**src/rtl/pwm_capture.sv**
```systemverilog
// PWM input decoder: synchronizes an external pulse train and reports its high time and
// rise-to-rise period in i_clk cycles, with a stuck-input timeout.
module pwm_capture #(
  parameter int p_cnt_w       = 16,
  parameter int p_sync_stages = 2
) (
  input  logic               i_clk,
  input  logic               i_rst_n,
  input  logic               i_en,
  input  logic               i_pwm,
  output logic [p_cnt_w-1:0] o_high,
  output logic [p_cnt_w-1:0] o_period,
  output logic               o_valid,
  output logic               o_timeout,
  output logic               o_level,
  output logic [1:0]         o_dbg_state
);

  // o_valid is a one-cycle strobe with no back-pressure: o_high, o_period and o_timeout
  // are updated on that cycle and hold until the next strobe.
  typedef enum logic [1:0] {
    S_IDLE = 2'd0,
    S_HIGH = 2'd1,
    S_LOW  = 2'd2
  } state_t;

  localparam logic [p_cnt_w-1:0] c_cnt_max = '1;
  localparam logic [p_cnt_w-1:0] c_cnt_one = {{(p_cnt_w-1){1'b0}}, 1'b1};

  state_t               r_state, s_state_n;
  logic [p_sync_stages-1:0] r_sync;
  logic                 r_prev;
  logic                 s_sync, s_rise, s_fall;
  logic [p_cnt_w-1:0]   r_cnt, s_cnt_n, s_cnt_inc;
  logic [p_cnt_w-1:0]   r_high, s_high_n;
  logic [p_cnt_w-1:0]   s_o_high_n, s_o_period_n;
  logic                 s_valid_n, s_timeout_n;

  assign s_sync      = r_sync[p_sync_stages-1];
  assign s_rise      = s_sync & ~r_prev;
  assign s_fall      = ~s_sync & r_prev;
  assign o_level     = s_sync;
  assign o_dbg_state = r_state;

  always_ff @(posedge i_clk or negedge i_rst_n) begin
    if (!i_rst_n) begin
      r_sync <= '0;
      r_prev <= 1'b0;
    end else begin
      r_sync <= {r_sync[p_sync_stages-2:0], i_pwm};
      r_prev <= s_sync;
    end
  end

  always_ff @(posedge i_clk or negedge i_rst_n) begin
    if (!i_rst_n) begin
      r_state   <= S_IDLE;
      r_cnt     <= '0;
      r_high    <= '0;
      o_high    <= '0;
      o_period  <= '0;
      o_valid   <= 1'b0;
      o_timeout <= 1'b0;
    end else begin
      r_state   <= s_state_n;
      r_cnt     <= s_cnt_n;
      r_high    <= s_high_n;
      o_high    <= s_o_high_n;
      o_period  <= s_o_period_n;
      o_valid   <= s_valid_n;
      o_timeout <= s_timeout_n;
    end
  end

  always_comb begin
    s_state_n    = r_state;
    s_cnt_n      = r_cnt;
    s_high_n     = r_high;
    s_o_high_n   = o_high;
    s_o_period_n = o_period;
    s_valid_n    = 1'b0;
    s_timeout_n  = o_timeout;
    s_cnt_inc    = (r_cnt == c_cnt_max) ? r_cnt : r_cnt + 1'b1;

    if (!i_en) begin
      s_state_n = S_IDLE;
      s_cnt_n   = '0;
    end else begin
      if (s_rise) s_timeout_n = 1'b0;
      // A rise on the saturation cycle wins, so a period of exactly all-ones still measures.
      if (r_state != S_IDLE && !s_rise && r_cnt == c_cnt_max) begin
        s_timeout_n  = 1'b1;
        s_valid_n    = 1'b1;
        s_o_period_n = c_cnt_max;
        s_o_high_n   = s_sync ? c_cnt_max : '0;
        s_state_n    = S_IDLE;
        s_cnt_n      = '0;
      end else begin
        case (r_state)
          S_IDLE: begin
            s_cnt_n = '0;
            if (s_rise) begin
              s_state_n = S_HIGH;
              s_cnt_n   = c_cnt_one;
            end
          end
          S_HIGH: begin
            s_cnt_n = s_cnt_inc;
            if (s_fall) begin
              s_high_n  = r_cnt;
              s_state_n = S_LOW;
            end
          end
          S_LOW: begin
            if (s_rise) begin
              s_o_period_n = r_cnt;
              s_o_high_n   = r_high;
              s_valid_n    = 1'b1;
              s_cnt_n      = c_cnt_one;
              s_state_n    = S_HIGH;
            end else begin
              s_cnt_n = s_cnt_inc;
            end
          end
          default: begin
            s_state_n = S_IDLE;
            s_cnt_n   = '0;
          end
        endcase
      end
    end
  end

endmodule

```
**config.mk**
```make
export PLATFORM = sky130hd
export DESIGN_NAME = pwm_capture
export DESIGN_NICKNAME = d
export VERILOG_FILES = /design/src/rtl/pwm_capture.sv
export SDC_FILE = /design/constraint.sdc
export NUM_CORES = 1
export LEC_CHECK = 0
export BUFFER_PORTS_ARGS = -buffer_cell sky130_fd_sc_hd__buf_4
export CAP_MARGIN = 20
export CELL_PAD_IN_SITES_DETAIL_PLACEMENT = 0
export CELL_PAD_IN_SITES_GLOBAL_PLACEMENT = 2
export CORE_AREA = 2 2 93 103
export CTS_CLUSTER_SIZE = 16
export DETAILED_ROUTE_END_ITERATION = 8
export DIE_AREA = 0 0 95 105
export HOLD_SLACK_MARGIN = 0.15
export PLACE_DENSITY = 0.84
export SYNTH_ARGS = -nofsm -noshare
export SYNTH_HDL_FRONTEND = slang
export SYNTH_SLANG_ARGS = --single-unit
export TNS_END_PERCENT = 100
```
**constraint.sdc**
```tcl
create_clock -name i_clk -period 2.1 [get_ports i_clk]
set_clock_uncertainty 0.05 [all_clocks]
set_input_delay 0.21 -clock i_clk [delete_from_list [all_inputs] [get_ports i_clk]]
set_output_delay 0.21 -clock i_clk [all_outputs]
set_load 0.05 [all_outputs]
```
Word-level counts from Yosys, hierarchy flattened
Index checks and enable logic that the tools add are counted.
{ "totals": {"ff_bits": 71, "latchBits": 0, "mem_bits_rw": 0, "mem_bits_ro": 0, "output_inout_bits": 37, "mem_count": 0} }
{ "classes": {"n_addsub": 1, "mul": 0, "div": 0, "n_lt_le_gt_ge": 0, "n_eq_ne": 5, "shifts": 0, "mux": 24, "bitwise": 5, "n_reduce_logical": 12} }
{ "ops": {"columns": ["op", "n"], "rows": [
  ["$mux W16", 11],
  ["$pmux W16 S3", 1],
  ["$add A16 B1 Y16 const B", 1],
  ["$eq A16 B16 Y1 const B", 1],
  ["$mux W2", 4],
  ["$mux W1", 7],
  ["$reduce_bool A2 Y1", 3],
  ["$ne A4 B2 Y1 const B", 1],
  ["$ne A4 B4 Y1 const B", 1],
  ["$pmux W2 S2", 1],
  ["$reduce_and A2 Y1", 2],
  ["$reduce_and A4 Y1", 1],
  ["$not A1 Y1", 3],
  ["$reduce_and A3 Y1", 1],
  ["$and A1 B1 Y1", 2],
  ["$eq A2 B1 Y1 const B", 1],
  ["$eq A2 B2 Y1 const B", 1],
  ["$logic_and A1 B1 Y1", 2],
  ["$logic_not A2 Y1", 1],
  ["$reduce_or A2 Y1", 1],
  ["$logic_not A1 Y1", 1]
]} }

Depth between registers and ports, before layout
Gate-level depths: netlist (run 1).
{ "depth": {"word_depth": 7, "ltp_mapped": 7} }

Least setup slack after synthesis (run 1)
No wires, ideal clock.
{ "synth_timing": {"path_type": "register to register", "from": "register r_cnt[0]", "to": "register o_high[10]", "arrival_ns": 1.850, "setup_slack_ns": 0.074, "path_stages_with_launch": 7, "path_buffers": 1, "period_less_slack_ns": 2.026, "path_cell_list": "dfrtp_1 ha_1 nand4_4 nor4_4 a31oi_4 buf_6 a221o_1"} }
{ "synth_between": {"elab_chain_len": 4} }
{ "synth_rtl": {"columns": ["element", "line_no", "text"], "rows": [
  ["start, declared", "34", "logic [p_cnt_w-1:0] r_cnt, s_cnt_n, s_cnt_inc;"],
  ["start signal, assigned", "66", "r_cnt <= s_cnt_n;"],
  ["$eq A16 B16 Y1 (*)", "91", "if (r_state != S_IDLE && !s_rise && r_cnt == c_cnt_max) begin"],
  ["$logic_and A1 B1 Y1 (*)", "91", null],
  ["$reduce_bool A2 Y1 (no source line)", null, null],
  ["$reduce_and A3 Y1 (no source line)", null, null],
  ["end signal, assigned", "68", "o_high <= s_o_high_n;"],
  ["end, declared", "11", "output logic [p_cnt_w-1:0] o_high,"]
]} }
Every way passes the cells marked *; elsewhere a longest branch is shown, timed or not.
A chain may end at the register's enable or synchronous reset.

Worst setup path after layout (run 1)
{ "layout_timing": {"from": "register r_cnt[12]", "to": "register o_high[10]"} }
The elaborated chain is that of the path after synthesis.

==> key figures, run 1 <==
Finish
  – Total number of nets in the final design: 307
  – Area delta synth->final: 26.5%
  – Share of cells above drive strength 1: 34.6%
  – Post-route insts no fill: 420
  – Ant diodes: 0

Synth
  – Synth cell types: 50
  – Dominant cell type by area after synthesis: sky130_fd_sc_hd__dfrtp_1
  – Async S/R FF share, synth: 100%
  – Register bit count reported by yosys: 71
  – Synth Cell Area: 3050 sq um
  – Warnings, synthesis: 0
  – Main synth FF type: sky130_fd_sc_hd__dfrtp_1
  – Synthesized net count: 242
  – Mean Syn Cell Area: 12.9 sq um
  – Top-area cell type share of the netlist area: 58.2%
  – Number of instances in the synthesized netlist: 237
  – Part of the Yosys area used for sequential elements: 58.2%
  – Number of flops mapped to enable cells by yosys: 0
  – Most frequent cells after synthesis: sky130_fd_sc_hd__dfrtp_1 (71), sky130_fd_sc_hd__a221o_1 (16), sky130_fd_sc_hd__mux2_2 (16)
  – Most used standard cell by instance count after synthesis: sky130_fd_sc_hd__dfrtp_1
  – Top area cells in the synthesized netlist: sky130_fd_sc_hd__dfrtp_1 (58%), sky130_fd_sc_hd__mux2_2 (5.9%), sky130_fd_sc_hd__a221o_1 (5.3%)

Timing
  – Setup Viol. Count Final: 0
  – Final clock period utilization by the worst path: 93.9%
  – Unrepaired setup endpoints after global routing: false
  – Worst relative slew slack: 69.7%
  – Post-Route Setup TNS: 0 ns
  – Actual slew at the worst max-slew pin: 0.455 ns
  – Total count of hold-check failures in the final report: 0
  – Final hold slack: 0.302 ns
  – Clock period minus final worst setup slack: 1.97 ns
  – Number of max-slew violations in the final report: 0
  – Achievable clock frequency: 507 MHz

Worst hold path
  – Hold Path Stages: 0
  – Worst Hold Endpoint: r_sync[1]
  – Hold wc startpoint: r_sync[0]
  – Hold Path Class: register to register

Routing
  – First drt pass iteration count: 4
  – Average detailed-routed wire length per instance: 16.4 microns
  – Initial detailed-routing violation count: 118
  – Routed Wire Length: 6870 microns
  – Vias: 2,185
  – Antenna viol nets, final: 0
  – Detail-routed via count per cell: 5.20
  – DRC violations left: 0

Global routing
  – Number of antenna violations at the first check in global routing: 0
  – Number of global-route vias before repair: 2,212
  – Global-route wire length before repair: 11,500 microns
  – Pin count of the biggest net entering global routing: 39
  – GR Overflow Total: 0
  – Total global routing track utilization: 15.1%

Worst setup path
  – Reg2reg setup slack: 0.13 ns
  – Crit start category: register
  – Max stage delay cell, worst path: sky130_fd_sc_hd__dfrtp_1
  – Element type at the critical path end: register
  – Reg-to-Reg Start: r_cnt[12]
  – Worst-case reg-to-reg path depth: 7
  – Reg-to-Reg End: o_high[10]
  – Worst Path Arrival: 2.20 ns
  – Kind of critical path: register to register
  – Required time reported for the critical path endpoint: 2.33 ns
  – Critical Path Fanout Max: 16
  – Max incr delay on CP: 0.45 ns
  – Cell Chain, Critical Path: nand4_1, buf_4, nor4_4, buf_6, and4_1, buf_12, a221o_1

Clock tree
  – Count of H-tree levels built during CTS: 3
  – Later-pin clock latency in the skew report: 0.35 ns
  – CTS tree: yes
  – Cell chosen for the clock root: sky130_fd_sc_hd__clkbuf_8
  – Clock buffers created by TritonCTS: 9
  – Clock sink count: 71
  – Clock-pin transition on the worst setup and hold timing paths: 0.07 ns
  – CTS Buffer Depth: 2

Floorplan
  – Die Y-Extent: 105 microns
  – Horiz. Die Dim: 95 microns
  – Initial cell density of the core: 34.4%
  – Num rows: 36
  – DIE AREA: 9980 sq um
  – Core Area: 8870 sq um
  – IO Pins: 41

Placed design
  – Routability-driven placement congestion ratio: 0.837
  – Number of placed cells counting well taps: 400
  – Detailed Place HPWL: 4820 microns
  – Buffers added on ports: 40

Power
  – Areal power density over the cells: 762 nW/um^2
  – Peak ir drop on the vdd network: 0.260 mV
  – Power consumption: 2.94 mW
  – Static leakage power: 1.81 nW

Job
  – Number of max-cap violations: 0

Status
  – Result of the run: finished clean
-- report_power, final --
| group | leakage [nW] | total (mW) | internal (mW) | switching (mW) |
|---|---|---|---|---|
| Clock | 0.0944 | 1.08 | 0.574 | 0.503 |
| Sequential | 0.974 | 1.46 | 1.42 | 0.0384 |
| Combinational | 0.746 | 0.401 | 0.127 | 0.274 |
-- cells in the final DEF (no fill, tap or decap), drive strengths merged, types with 6 or more instances in the layout --
cell and instances:
mux2 17, nor3 7, inv 8, buf 65, dfrtp 71, a221o 16
clkbuf 10, o22a 12, a21oi 14, nor2 11, nand3 6
-- logic make-up after synthesis --
| logic type | synth area share (%) |
|---|---|
| XOR/XNOR | 0.287 |
| AO/OA/AOI/OAI | 18.5 |
| flip-flops | 58.2 |
| multiplexers | 6.60 |
| AND/OR/NAND/NOR | 11.9 |
| adder cells (fa/ha/maj) | 0.410 |
| buffers and inverters | 4.06 |
-- area by class of cell --
cell class,count,area (sq um)
flip-flops and latches,71,1780
multi-input cells,143,1150
clock inverters,5,58.8
clock buffers,10,138
fillers,819,5010
repair buffers,68,559
inverters,9,35.0
well taps,114,143
-- stage by stage --
stage                     cell area (sq um)  worst slack (ns)  utilization [%]
after floorplan                        3050            0.0738                -
after global placement                 3600            0.0673             40.6
after detailed placement               3600            0.0172             40.6
after CTS                              3830           0.00367             43.1
after global routing                   3860            0.0259             43.5
final                                  3860             0.128             43.5
-- repair_timing --
item,CTS,global route
setup endpoints to repair,0,46
resized for setup,0,2
hold buffers,3,0
hold endpoints to repair,35,0
buffers inserted,0,2
-- worst max-delay path by stage --
stage | depth (start not counted) | start | slack, ns | endpoint
2_1_floorplan | 6 | r_cnt[0] | 0.07 | o_high[10]
3_3_place_gp | 5 | r_sync[1] | 0.07 | o_period[1]
3_5_place_dp | 6 | r_cnt[1] | 0.02 | o_period[4]
4_1_cts | 6 | r_cnt[1] | 0.004 | o_period[4]
5_1_grt | 7 | r_cnt[12] | 0.03 | o_high[1]
6_report | 7 | r_cnt[12] | 0.13 | o_high[10]
-- flip-flops by register name, indices dropped and copies added (netlist names) --
name,flops
o_valid,1
o_period,16
o_high,16
o_timeout,1
r_prev,1
r_cnt,16
o_dbg_state,2
r_sync,2
r_high,16
-- per-layer routing --
| metal | share of wire, % | GRT usage, % | vias up |
|---|---|---|---|
| li1 | - | - | 1050 |
| met1 | 46 | 19.8 | 1075 |
| met2 | 48 | 23.5 | 46 |
| met3 | 3.0 | 2.38 | 14 |
| met4 | 2.9 | 8.49 | 0 |
| met5 | 0 | 0 | - |
-- critical path: cells and delay by family (launching register included) --
kind | cells | cell delay (ns)
AOI/OAI and AO/OA | 1 | 0.12
buffers and inverters | 3 | 0.54
DFF | 1 | 0.45
and+or+nand+nor | 3 | 0.75
(Power assumes the default switching activity.)
==> inputs of run 2 (changes only) <==
ABC_AREA = 1   (was unset)
CORE_AREA = 2 2 101 112   (was 2 2 93 103)
DIE_AREA = 0 0 103 114   (was 0 0 95 105)
PLACE_DENSITY = 0.85   (was 0.84)
==> run 2 against run 1 <==
Non-clock buffer count down 15. Hold slack worse by 0.0014 ns. First-iteration DRC count down 17%. Sequential share of layout area down 1.9 points. Clock-buffer cell count up 3. Critical path depth up 2. Critical path type unchanged.
==> key figures, run 2 <==
Timing
  – Final clock period utilization by the worst path: 87.2%
  – Actual slew at the worst max-slew pin: 0.418 ns
  – Unrepaired setup endpoints after global routing: false
  – Total count of hold-check failures in the final report: 0
  – Final hold slack: 0.300 ns
  – Achievable clock frequency: 546 MHz
  – Clock period minus final worst setup slack: 1.83 ns
  – Number of max-slew violations in the final report: 0
  – Worst relative slew slack: 72.1%
  – Post-Route Setup TNS: 0 ns
  – Setup Viol. Count Final: 0

Floorplan
  – Die Y-Extent: 114 microns
  – IO Pins: 41
  – DIE AREA: 11,700 sq um
  – Core Area: 10,700 sq um
  – Initial cell density of the core: 30.1%
  – Horiz. Die Dim: 103 microns
  – Num rows: 40

Synth
  – Post-synthesis simple-gate area fraction: 27.2%
  – Warnings, synthesis: 0
  – Top area cells in the synthesized netlist: sky130_fd_sc_hd__dfrtp_1 (55%), sky130_fd_sc_hd__nand2_1 (18%), sky130_fd_sc_hd__o21ai_0 (4.5%)
  – Synth cell types: 25
  – Register bit count reported by yosys: 71
  – Synth Area in XOR/XNOR: 1.63%
  – Most used standard cell by instance count after synthesis: sky130_fd_sc_hd__nand2_1
  – Mean Syn Cell Area: 8.43 sq um
  – Fraction of the mapped netlist area in adder cells: 0.388%
  – Async S/R FF share, synth: 100%
  – Number of flops mapped to enable cells by yosys: 0
  – Number of instances in the synthesized netlist: 382
  – Most frequent cells after synthesis: sky130_fd_sc_hd__nand2_1 (151), sky130_fd_sc_hd__dfrtp_1 (71), sky130_fd_sc_hd__o21ai_0 (29)
  – Synthesized net count: 387
  – Dominant cell type by area after synthesis: sky130_fd_sc_hd__dfrtp_1
  – Compound-gate portion of the synthesized area: 9.01%
  – Combinational family with the most area after synthesis: simple AND/OR/NAND/NOR gates
  – Part of the Yosys area used for sequential elements: 55.1%
  – Top-area cell type share of the netlist area: 55.1%
  – Share of synthesized area spent on multiplexers: 0%
  – Main synth FF type: sky130_fd_sc_hd__dfrtp_1
  – Synth Cell Area: 3220 sq um

Worst setup path
  – Element type at the critical path end: register
  – Required time reported for the critical path endpoint: 2.31 ns
  – Critical Path Fanout Max: 33
  – Critical path origin: r_cnt[0]
  – Worst Path Arrival: 2.04 ns
  – Reg2reg setup slack: 0.27 ns
  – Critical path endpoint: r_high[9]
  – Reg-to-Reg Start: r_cnt[0]
  – Kind of critical path: register to register
  – Reg-to-Reg End: r_high[9]
  – Crit start category: register
  – Worst-case reg-to-reg path depth: 9

Global routing
  – Pin count of the biggest net entering global routing: 43
  – Total global routing track utilization: 13.7%
  – Global-route wire length before repair: 12,100 microns
  – GR Overflow Total: 0
  – Number of global-route vias before repair: 2,401
  – Number of antenna violations at the first check in global routing: 0

Power
  – Areal power density over the cells: 747 nW/um^2
  – Peak ir drop on the vdd network: 0.303 mV
  – Static leakage power: 1.99 nW

Placed design
  – Routability-driven placement congestion ratio: 0.787
  – Buffers added on ports: 40
  – Detailed Place HPWL: 5280 microns

Clock tree
  – Clock buffers created by TritonCTS: 9
  – Count of cells resized by post-cts repair: 0
  – CTS Buffer Depth: 2
  – Clock-pin transition on the worst setup and hold timing paths: 0.05 ns
  – Later-pin clock latency in the skew report: 0.34 ns
  – Clock sink count: 71
  – Count of H-tree levels built during CTS: 3
  – Cell chosen for the clock root: sky130_fd_sc_hd__clkbuf_16
  – CTS tree: yes

Finish
  – Leading cell type in the layout, fill and taps excluded: sky130_fd_sc_hd__nand2_1
  – Total number of nets in the final design: 438
  – Commonest non-fill, non-tap cells in the layout: sky130_fd_sc_hd__nand2_1 (151), sky130_fd_sc_hd__dfrtp_1 (71), sky130_fd_sc_hd__buf_4 (48)
  – Fin util: 37.6%
  – Ant diodes: 0
  – Share of cells above drive strength 1: 18.5%
  – Area delta synth->final: 25.1%

Job
  – Number of max-cap violations: 0

Routing
  – First drt pass iteration count: 5
  – Average detailed-routed wire length per instance: 12.6 microns
  – Vias: 2,572
  – Detail-routed via count per cell: 4.40
  – DRC violations left: 0
  – Routed Wire Length: 7360 microns
  – Initial detailed-routing violation count: 98
  – Antenna viol nets, final: 0

Status
  – Result of the run: finished clean

Worst hold path
  – Hold Path Class: primary input to asynchronous set/reset pin
run 2: how the worst min path moves through the flow:
stage,cells past startpoint,end,startpoint
floorplan,0,o_dbg_state[0],i_rst_n
global placement,1,o_period[1],i_rst_n
detailed placement,1,o_period[1],i_rst_n
CTS,2,o_period[1],i_rst_n
global route,0,r_sync[1],r_sync[0]
finish,2,o_period[1],i_rst_n
run 2: metrics by stage:
| stage | power [mW] | instance area, sq um | std cells | setup slack (ns) |
|---|---|---|---|---|
| floorplan | 1.47 | 3220 | 382 | 0.235 |
| CTS | 3.05 | 4030 | 585 | 0.247 |
| global route | 3.11 | 4030 | 585 | 0.0751 |
| finish | 3.01 | 4030 | 585 | 0.268 |
| global placement | 1.52 | 3710 | 566 | 0.311 |
| detailed placement | 1.52 | 3710 | 566 | 0.257 |
run 2: cell type report:
cell class,count,area (sq um)
fill,1161,6680
sequential,71,1780
multi-input combinational,268,1230
timing repair buffer,53,430
clock buffer,13,250
tap,147,184
inverter,30,114
clock inverter,3,42.5
run 2: timing repair:
action / 4_1_cts / 5_1_grt
setup buffers: 0 / 0
endpoints found under the setup margin: 0 / 0
hold endpoints to repair: 74 / 0
hold buffers: 3 / 0
run 2: logic make-up (layout without fill, tap and decap cells):
logic type / Yosys count / after routing
AND/OR/NAND/NOR: 206 / 206
flip-flops: 71 / 71
AO/OA/AOI/OAI: 55 / 55
buffers and inverters: 43 / 99
XOR/XNOR: 6 / 6
adder cells (fa/ha/maj): 1 / 1
run 2: layer usage:
| metal | vias up | track usage, % | wire [microns] |
|---|---|---|---|
| met1 | 1195 | 18.3 | 3420 |
| met3 | 14 | 2.76 | 278 |
| met4 | 0 | 7.11 | 180 |
| li1 | 1315 | - | - |
| met2 | 48 | 20.8 | 3480 |
| met5 | - | 0 | 0 |
run 2: critical path, stage by stage (launching register included):
cell                      delay, ns
sky130_fd_sc_hd__dfrtp_1       0.41
sky130_fd_sc_hd__ha_1          0.20
sky130_fd_sc_hd__nand3_2       0.14
sky130_fd_sc_hd__nor2_4        0.18
sky130_fd_sc_hd__nand3_4       0.08
sky130_fd_sc_hd__buf_4         0.21
sky130_fd_sc_hd__nand3_1       0.14
sky130_fd_sc_hd__buf_12        0.18
sky130_fd_sc_hd__nand2_1       0.07
sky130_fd_sc_hd__o21ai_0       0.06
run 2: report_power, final:
| group | switching [mW] | total [mW] | internal (mW) | leakage, nW |
|---|---|---|---|---|
| clock | 0.559 | 1.51 | 0.951 | 0.140 |
| sequential | 0.0109 | 1.39 | 1.38 | 0.983 |
| combinational | 0.0782 | 0.110 | 0.0322 | 0.871 |
